[src/rtl/mem_pkg.sv]
// Shared definitions for the data-memory access unit: funct3 encodings,
// controller states and the alignment check.
package mem_pkg;

   localparam logic [2:0] F3_B  = 3'b000;
   localparam logic [2:0] F3_H  = 3'b001;
   localparam logic [2:0] F3_W  = 3'b010;
   localparam logic [2:0] F3_BU = 3'b100;
   localparam logic [2:0] F3_HU = 3'b101;

   typedef enum logic [1:0] {
      ST_IDLE     = 2'd0,
      ST_REQ      = 2'd1,
      ST_WAIT_RSP = 2'd2
   } mau_state_t;

   // funct3[1:0] gives the access size; the undefined encodings 011/110/111
   // fall through to the word case.
   function automatic logic is_misaligned(input logic [2:0] funct3,
                                          input logic [1:0] addr_lo);
      logic mis;
      case (funct3[1:0])
         2'b00:   mis = 1'b0;
         2'b01:   mis = addr_lo[0];
         default: mis = (addr_lo != 2'b00);
      endcase
      return mis;
   endfunction

endpackage

[src/rtl/load_extract.sv]
// Combinational load-data extraction: selects the byte/half lane from the raw
// memory word and sign- or zero-extends it to 32 bits.
module load_extract
   import mem_pkg::*;
(
   input  logic [31:0] rdata,
   input  logic [1:0]  addr_lo,
   input  logic [2:0]  funct3,
   output logic [31:0] result
);

   logic [7:0]  byte_sel;
   logic [15:0] half_sel;

   always_comb begin
      byte_sel = 8'h00;
      case (addr_lo)
         2'd0: byte_sel = rdata[7:0];
         2'd1: byte_sel = rdata[15:8];
         2'd2: byte_sel = rdata[23:16];
         2'd3: byte_sel = rdata[31:24];
         default: byte_sel = rdata[7:0];
      endcase
      half_sel = addr_lo[1] ? rdata[31:16] : rdata[15:0];
   end

   always_comb begin
      result = rdata;
      case (funct3)
         F3_B:    result = {{24{byte_sel[7]}}, byte_sel};
         F3_BU:   result = {24'h000000, byte_sel};
         F3_H:    result = {{16{half_sel[15]}}, half_sel};
         F3_HU:   result = {16'h0000, half_sel};
         default: result = rdata;
      endcase
   end

endmodule

[src/rtl/mem_access_unit.sv]
// EX/M data-memory port controller: alignment check, one ready/valid request
// per access, and extended load return to writeback.
//
// state       | meaning
// ST_IDLE     | no access in flight; accepts a new pipeline request
// ST_REQ      | request presented to memory, outputs held until ready
// ST_WAIT_RSP | load accepted by memory, waiting for read data
module mem_access_unit
   import mem_pkg::*;
#(
   parameter int ADDR_W = 32,
   parameter int DATA_W = 32
) (
   input  logic              clk,
   input  logic              rst,
   input  logic              req_valid,
   input  logic              req_load,
   input  logic [2:0]        req_funct3,
   input  logic [ADDR_W-1:0] req_addr,
   input  logic [DATA_W-1:0] req_wdata,
   input  logic [3:0]        req_wmask,
   output logic              busy,
   output logic              mem_req_valid,
   input  logic              mem_req_ready,
   output logic              mem_we,
   output logic [ADDR_W-1:0] mem_addr,
   output logic [DATA_W-1:0] mem_wdata,
   output logic [3:0]        mem_wstrb,
   input  logic              mem_rsp_valid,
   input  logic [DATA_W-1:0] mem_rsp_rdata,
   output logic              ld_valid,
   output logic [DATA_W-1:0] ld_data,
   output logic              st_done,
   output logic              misalign
);

   mau_state_t        state_q, state_d;
   logic              busy_q, busy_d;
   logic              we_q, we_d;
   logic [ADDR_W-1:0] addr_q, addr_d;
   logic [1:0]        addr_lo_q, addr_lo_d;
   logic [2:0]        funct3_q, funct3_d;
   logic [DATA_W-1:0] wdata_q, wdata_d;
   logic [3:0]        wstrb_q, wstrb_d;
   logic [DATA_W-1:0] ld_data_q, ld_data_d;
   logic              ld_valid_q, ld_valid_d;
   logic              st_done_q, st_done_d;
   logic              misalign_q, misalign_d;
   logic [31:0]       ext_data;

   load_extract u_load_extract (
      .rdata   (mem_rsp_rdata),
      .addr_lo (addr_lo_q),
      .funct3  (funct3_q),
      .result  (ext_data)
   );

   always_comb begin
      state_d    = state_q;
      we_d       = we_q;
      addr_d     = addr_q;
      addr_lo_d  = addr_lo_q;
      funct3_d   = funct3_q;
      wdata_d    = wdata_q;
      wstrb_d    = wstrb_q;
      ld_data_d  = ld_data_q;
      ld_valid_d = 1'b0;
      st_done_d  = 1'b0;
      misalign_d = 1'b0;

      case (state_q)
         ST_IDLE: begin
            if (req_valid) begin
               if (is_misaligned(req_funct3, req_addr[1:0])) begin
                  misalign_d = 1'b1;
               end else begin
                  we_d      = ~req_load;
                  addr_d    = {req_addr[ADDR_W-1:2], 2'b00};
                  addr_lo_d = req_addr[1:0];
                  funct3_d  = req_funct3;
                  wdata_d   = req_wdata;
                  wstrb_d   = req_load ? 4'b0000 : req_wmask;
                  state_d   = ST_REQ;
               end
            end
         end
         ST_REQ: begin
            if (mem_req_ready) begin
               if (we_q) begin
                  st_done_d = 1'b1;
                  state_d   = ST_IDLE;
               end else begin
                  state_d   = ST_WAIT_RSP;
               end
            end
         end
         ST_WAIT_RSP: begin
            if (mem_rsp_valid) begin
               ld_data_d  = ext_data;
               ld_valid_d = 1'b1;
               state_d    = ST_IDLE;
            end
         end
         default: state_d = ST_IDLE;
      endcase

      // busy tracks the next state so it drops in the same cycle the pulse appears
      busy_d = (state_d != ST_IDLE);
   end

   always_ff @(posedge clk or posedge rst) begin
      if (rst) begin
         state_q    <= ST_IDLE;
         busy_q     <= 1'b0;
         we_q       <= 1'b0;
         addr_q     <= '0;
         addr_lo_q  <= 2'b00;
         funct3_q   <= 3'b000;
         wdata_q    <= '0;
         wstrb_q    <= 4'b0000;
         ld_data_q  <= '0;
         ld_valid_q <= 1'b0;
         st_done_q  <= 1'b0;
         misalign_q <= 1'b0;
      end else begin
         state_q    <= state_d;
         busy_q     <= busy_d;
         we_q       <= we_d;
         addr_q     <= addr_d;
         addr_lo_q  <= addr_lo_d;
         funct3_q   <= funct3_d;
         wdata_q    <= wdata_d;
         wstrb_q    <= wstrb_d;
         ld_data_q  <= ld_data_d;
         ld_valid_q <= ld_valid_d;
         st_done_q  <= st_done_d;
         misalign_q <= misalign_d;
      end
   end

   assign busy          = busy_q;
   assign mem_req_valid = (state_q == ST_REQ);
   assign mem_we        = we_q;
   assign mem_addr      = addr_q;
   assign mem_wdata     = wdata_q;
   assign mem_wstrb     = wstrb_q;
   assign ld_valid      = ld_valid_q;
   assign ld_data       = ld_data_q;
   assign st_done       = st_done_q;
   assign misalign      = misalign_q;

endmodule

[config.mk]
export PLATFORM = sky130hd
export DESIGN_NAME = mem_access_unit
export DESIGN_NICKNAME = d
export VERILOG_FILES = /design/src/rtl/mem_pkg.sv /design/src/rtl/load_extract.sv /design/src/rtl/mem_access_unit.sv
export SDC_FILE = /design/constraint.sdc
export NUM_CORES = 1
export LEC_CHECK = 0
export CAP_MARGIN = 10
export CELL_PAD_IN_SITES_DETAIL_PLACEMENT = 1
export CELL_PAD_IN_SITES_GLOBAL_PLACEMENT = 2
export CORE_ASPECT_RATIO = 0.5
export CORE_MARGIN = 1
export CORE_UTILIZATION = 27
export DETAILED_ROUTE_END_ITERATION = 6
export PLACE_DENSITY_LB_ADDON = 0.12
export SETUP_SLACK_MARGIN = 0.15
export SYNTH_ARGS = -nofsm -noshare
export SYNTH_HDL_FRONTEND = slang
export SYNTH_HIERARCHICAL = 1
export SYNTH_SLANG_ARGS = --single-unit
[constraint.sdc]
create_clock -name clk -period 4.1 [get_ports clk]
set_input_delay 0.82 -clock clk [delete_from_list [all_inputs] [get_ports clk]]
set_output_delay 0.82 -clock clk [all_outputs]
set_load 0.02 [all_outputs]
==> results.py <==
metrics = {
    "clocking": {
        "cts_buffer_depth": 2,
        "postCtsResizedCells": 0,
        "post_cts_buffers": 0,
        "cts_hold_buf": 0,
        "cts_buffers": 9,
        "htree_num_levels": 3,
        "cts_tree": "built",
        "clkLatencyLatePin_ns": 0.35,
        "cts-root-buf": "clkbuf_16",
        "clock_sinks": 110,
        "clkTransAtPathRegs_ns": 0.07,
    },
    "logic_synthesis": {
        "synth-seq-cells": 110,
        "yosysUniqueCellTypes": 38,
        "synth_cells": 371,
        "synth_sequential_area_ratio": 0.535,
        "ys_warn_count": 6,
        "synth_flop_cell": "dfrtp_1",
        "ys_async_sr_fraction": 1.00,
        "synth_edf_count": 0,
        "avgSynthCellArea_sq_um": 13.9,
        "syn_area_sq_um": 5150,
    },
    "global_routing": {
        "grt_util_all_layers": 0.152,
        "grt_max_degree": 53,
        "overflow": 0,
        "antenna_found_initial": 0,
        "grt_pass1_wl_mm": 22.8,
        "grt_pass1_vias": 4059,
    },
    "routing": {
        "via_count": 3652,
        "wl_mm": 14.8,
        "drc": 0,
        "firstDrtPassIters": 4,
        "avgViaCountPerCell": 4.34,
        "post_drt_wl_per_cell_microns": 17.5,
        "drt_iter0_drc": 100,
        "drt.antenna.violating_nets": 0,
    },
    "cells_and_area": {
        "mostFrequentLayoutCells": "212 x clkdlybuf4s50_1, 110 x dfrtp_1, 67 x mux2_4",
        "layout-drive-gt1-share": 0.220,
        "fin_util": 0.421,
        "final_area_sq_um": 7800,
        "final_common_cell": "clkdlybuf4s50_1",
        "nets": 687,
        "fillers": 1950,
        "area_growth_pct": 51.5,
        "antenna_cells": 0,
    },
    "hold_path": {
        "min_path_type": "flip-flop to flip-flop",
        "hold_depth": 1,
        "min-delay-start": "ld_data[15]$_DFFE_PP0P_",
        "holdPathEnd": "ld_data[15]$_DFFE_PP0P_",
    },
    "pwr": {
        "power_leakage_nw": 3.63,
        "clockPowerShare": 0.166,
        "ir_worst_vdd_mv": 0.204,
        "pwr-share-seq": 0.343,
        "intPower_mw": 3.39,
        "p_per_area_nw_per_um2": 678,
        "switching_share": 0.359,
        "p_comb_frac": 0.491,
        "switching_power_mw": 1.90,
    },
    "placement": {
        "pre_cts_slack_ns": 1.10,
        "detailed_place.area_sq_um": 7510,
        "gp_congestion": 0.737,
        "numPortBuffers": 212,
        "hpwl_mm": 10.6,
    },
    "timing": {
        "setup_violations": 0,
        "max-slew-margin-rel": 0.430,
        "hold_viol_final": 0,
        "rsz0062_at_grt": "no",
        "min_period_ns": 2.62,
        "timing.hold.ws_ns": 0.507,
        "fin_skew_ns": 0.0137,
        "finalCritPeriodShare": 0.639,
        "fin_ws_ns": 1.48,
        "fmax_mhz": 382,
        "worst_pin_slew_ns": 0.853,
        "slew_violations": 0,
        "tns_ns": 0,
    },
    "floorplanning": {
        "die_h_microns": 99.6,
        "die_w_microns": 197,
        "core_sq_um": 18500,
        "num_rows": 35,
        "io-pin-count": 215,
        "initial_core_util": 0.278,
        "dieArea_sq_um": 19600,
    },
    "setup_path": {
        "r2r_end": "ld_data[4]$_DFFE_PP0P_",
        "slowest_stage": "clkdlybuf4s50_1",
        "reg2reg_slack_ns": 1.62,
        "r2r-start": "funct3_q[0]$_DFFE_PP0P_",
        "reg2regPathDepth": 5,
        "arrival_ns": 2.85,
        "critPathBufInv": 2,
        "cp-end-kind": "flip-flop",
        "cp-startpoint": "req_funct3[1]",
        "cp_data_required_time_ns": 4.33,
        "slowest_delay_ns": 0.51,
        "worst_setup_path_start_kind": "primary input",
        "cp_max_fo": 23,
        "path_delay_family": "buffers and inverters",
        "crit_chain": "clkdlybuf4s50_1 -> o21ai_1 -> nand3_4 -> buf_4 -> mux2_4",
        "crit_type": "primary input to flip-flop",
    },
    "flow_run": {
        "max_cap_viol_count": 0,
    },
    "outcome": {
        "status": "finished clean",
    },
}
per-layer routing:
metal  part of all wire  GRT usage
met5                  0          0
met4             0.0074     0.0340
met3              0.075     0.0566
met2               0.48      0.256
met1               0.43      0.186
worst max path at each step:
stage	to	slack, ns	depth (start not counted)
after floorplan	addr_lo_q[0]$_DFFE_PP0P_	0.38	1
final	mem_addr[23]$_DFFE_PP0P_	1.48	5
after detailed placement	mem_addr[29]$_DFFE_PP0P_	1.10	5
after global routing	mem_addr[24]$_DFFE_PP0P_	1.36	5
after global placement	mem_addr[25]$_DFFE_PP0P_	1.14	5
after CTS	mem_addr[23]$_DFFE_PP0P_	1.47	5
sequential cells by signal (all words and copies together), names as in the netlist:
name       cells
mem_addr      30
mem_we         1
mem_wstrb      4
busy           1
funct3_q       3
addr_lo_q      2
st_done        1
ld_data       32
misalign       1
state_q        2
mem_wdata     32
ld_valid       1
power by group through the flow:
stage	Clock [mW]	Sequential (mW)	Combinational [mW]
after floorplan	0	2.28	0.966
after global placement	0	1.83	2.61
after detailed placement	0	1.82	2.64
after CTS	0.915	1.82	2.64
after global routing	0.956	1.89	2.75
final	0.878	1.81	2.60
per-stage QoR:
step	total power [mW]	cells
floorplan	3.24	372
global placement	4.44	826
detailed placement	4.46	826
CTS	5.38	841
global route	5.60	841
finish	5.29	841
cell families (layout without fill, tap and decap cells):
family	Yosys count	after routing	share of synthesized area
DFF	110	110	0.535
muxes	102	102	0.274
and+or+nand+nor	69	69	0.0700
AOI/OAI and AO/OA	59	59	0.0846
buffers and inverters	30	240	0.0360
other	1	2	0.000729
worst reg2reg max path: stages, from the launching register on:
cell	delay [ns]
dfrtp_1	0.59
nor2b_1	0.76
nor2_1	0.38
a22oi_1	0.30
o21ai_1	0.08
mux2_2	0.26
synthesized netlist by cell type (3+ instances only):
library cell / count / share of area
a221o_1: 8 / 0.016
o22a_1: 3 / 0.0051
mux2_2: 32 / 0.070
mux2_4: 67 / 0.20
a21oi_1: 6 / 0.0058
a22oi_1: 7 / 0.010
nor2_1: 6 / 0.0044
dfrtp_1: 110 / 0.53
buf_6: 8 / 0.018
clkbuf_1: 9 / 0.0066
nand2_1: 37 / 0.027
buf_2: 4 / 0.0039
o21ai_1: 9 / 0.0088
inv_1: 7 / 0.0051
a21o_1: 17 / 0.025
nor2b_1: 7 / 0.0085
nand2b_1: 8 / 0.0097
layout make-up:
cell class | count | area, sq um | share of cell area
multi-input combinational | 232 | 2210 | 0.284
timing repair buffer | 218 | 2190 | 0.281
clock buffer | 9 | 225 | 0.0289
inverter | 7 | 28.8 | 0.00369
tap | 259 | 324 | 0.0416
sequential | 110 | 2750 | 0.353
clock inverter | 6 | 63.8 | 0.00818
Note: power is estimated with default switching activity, not from simulation.
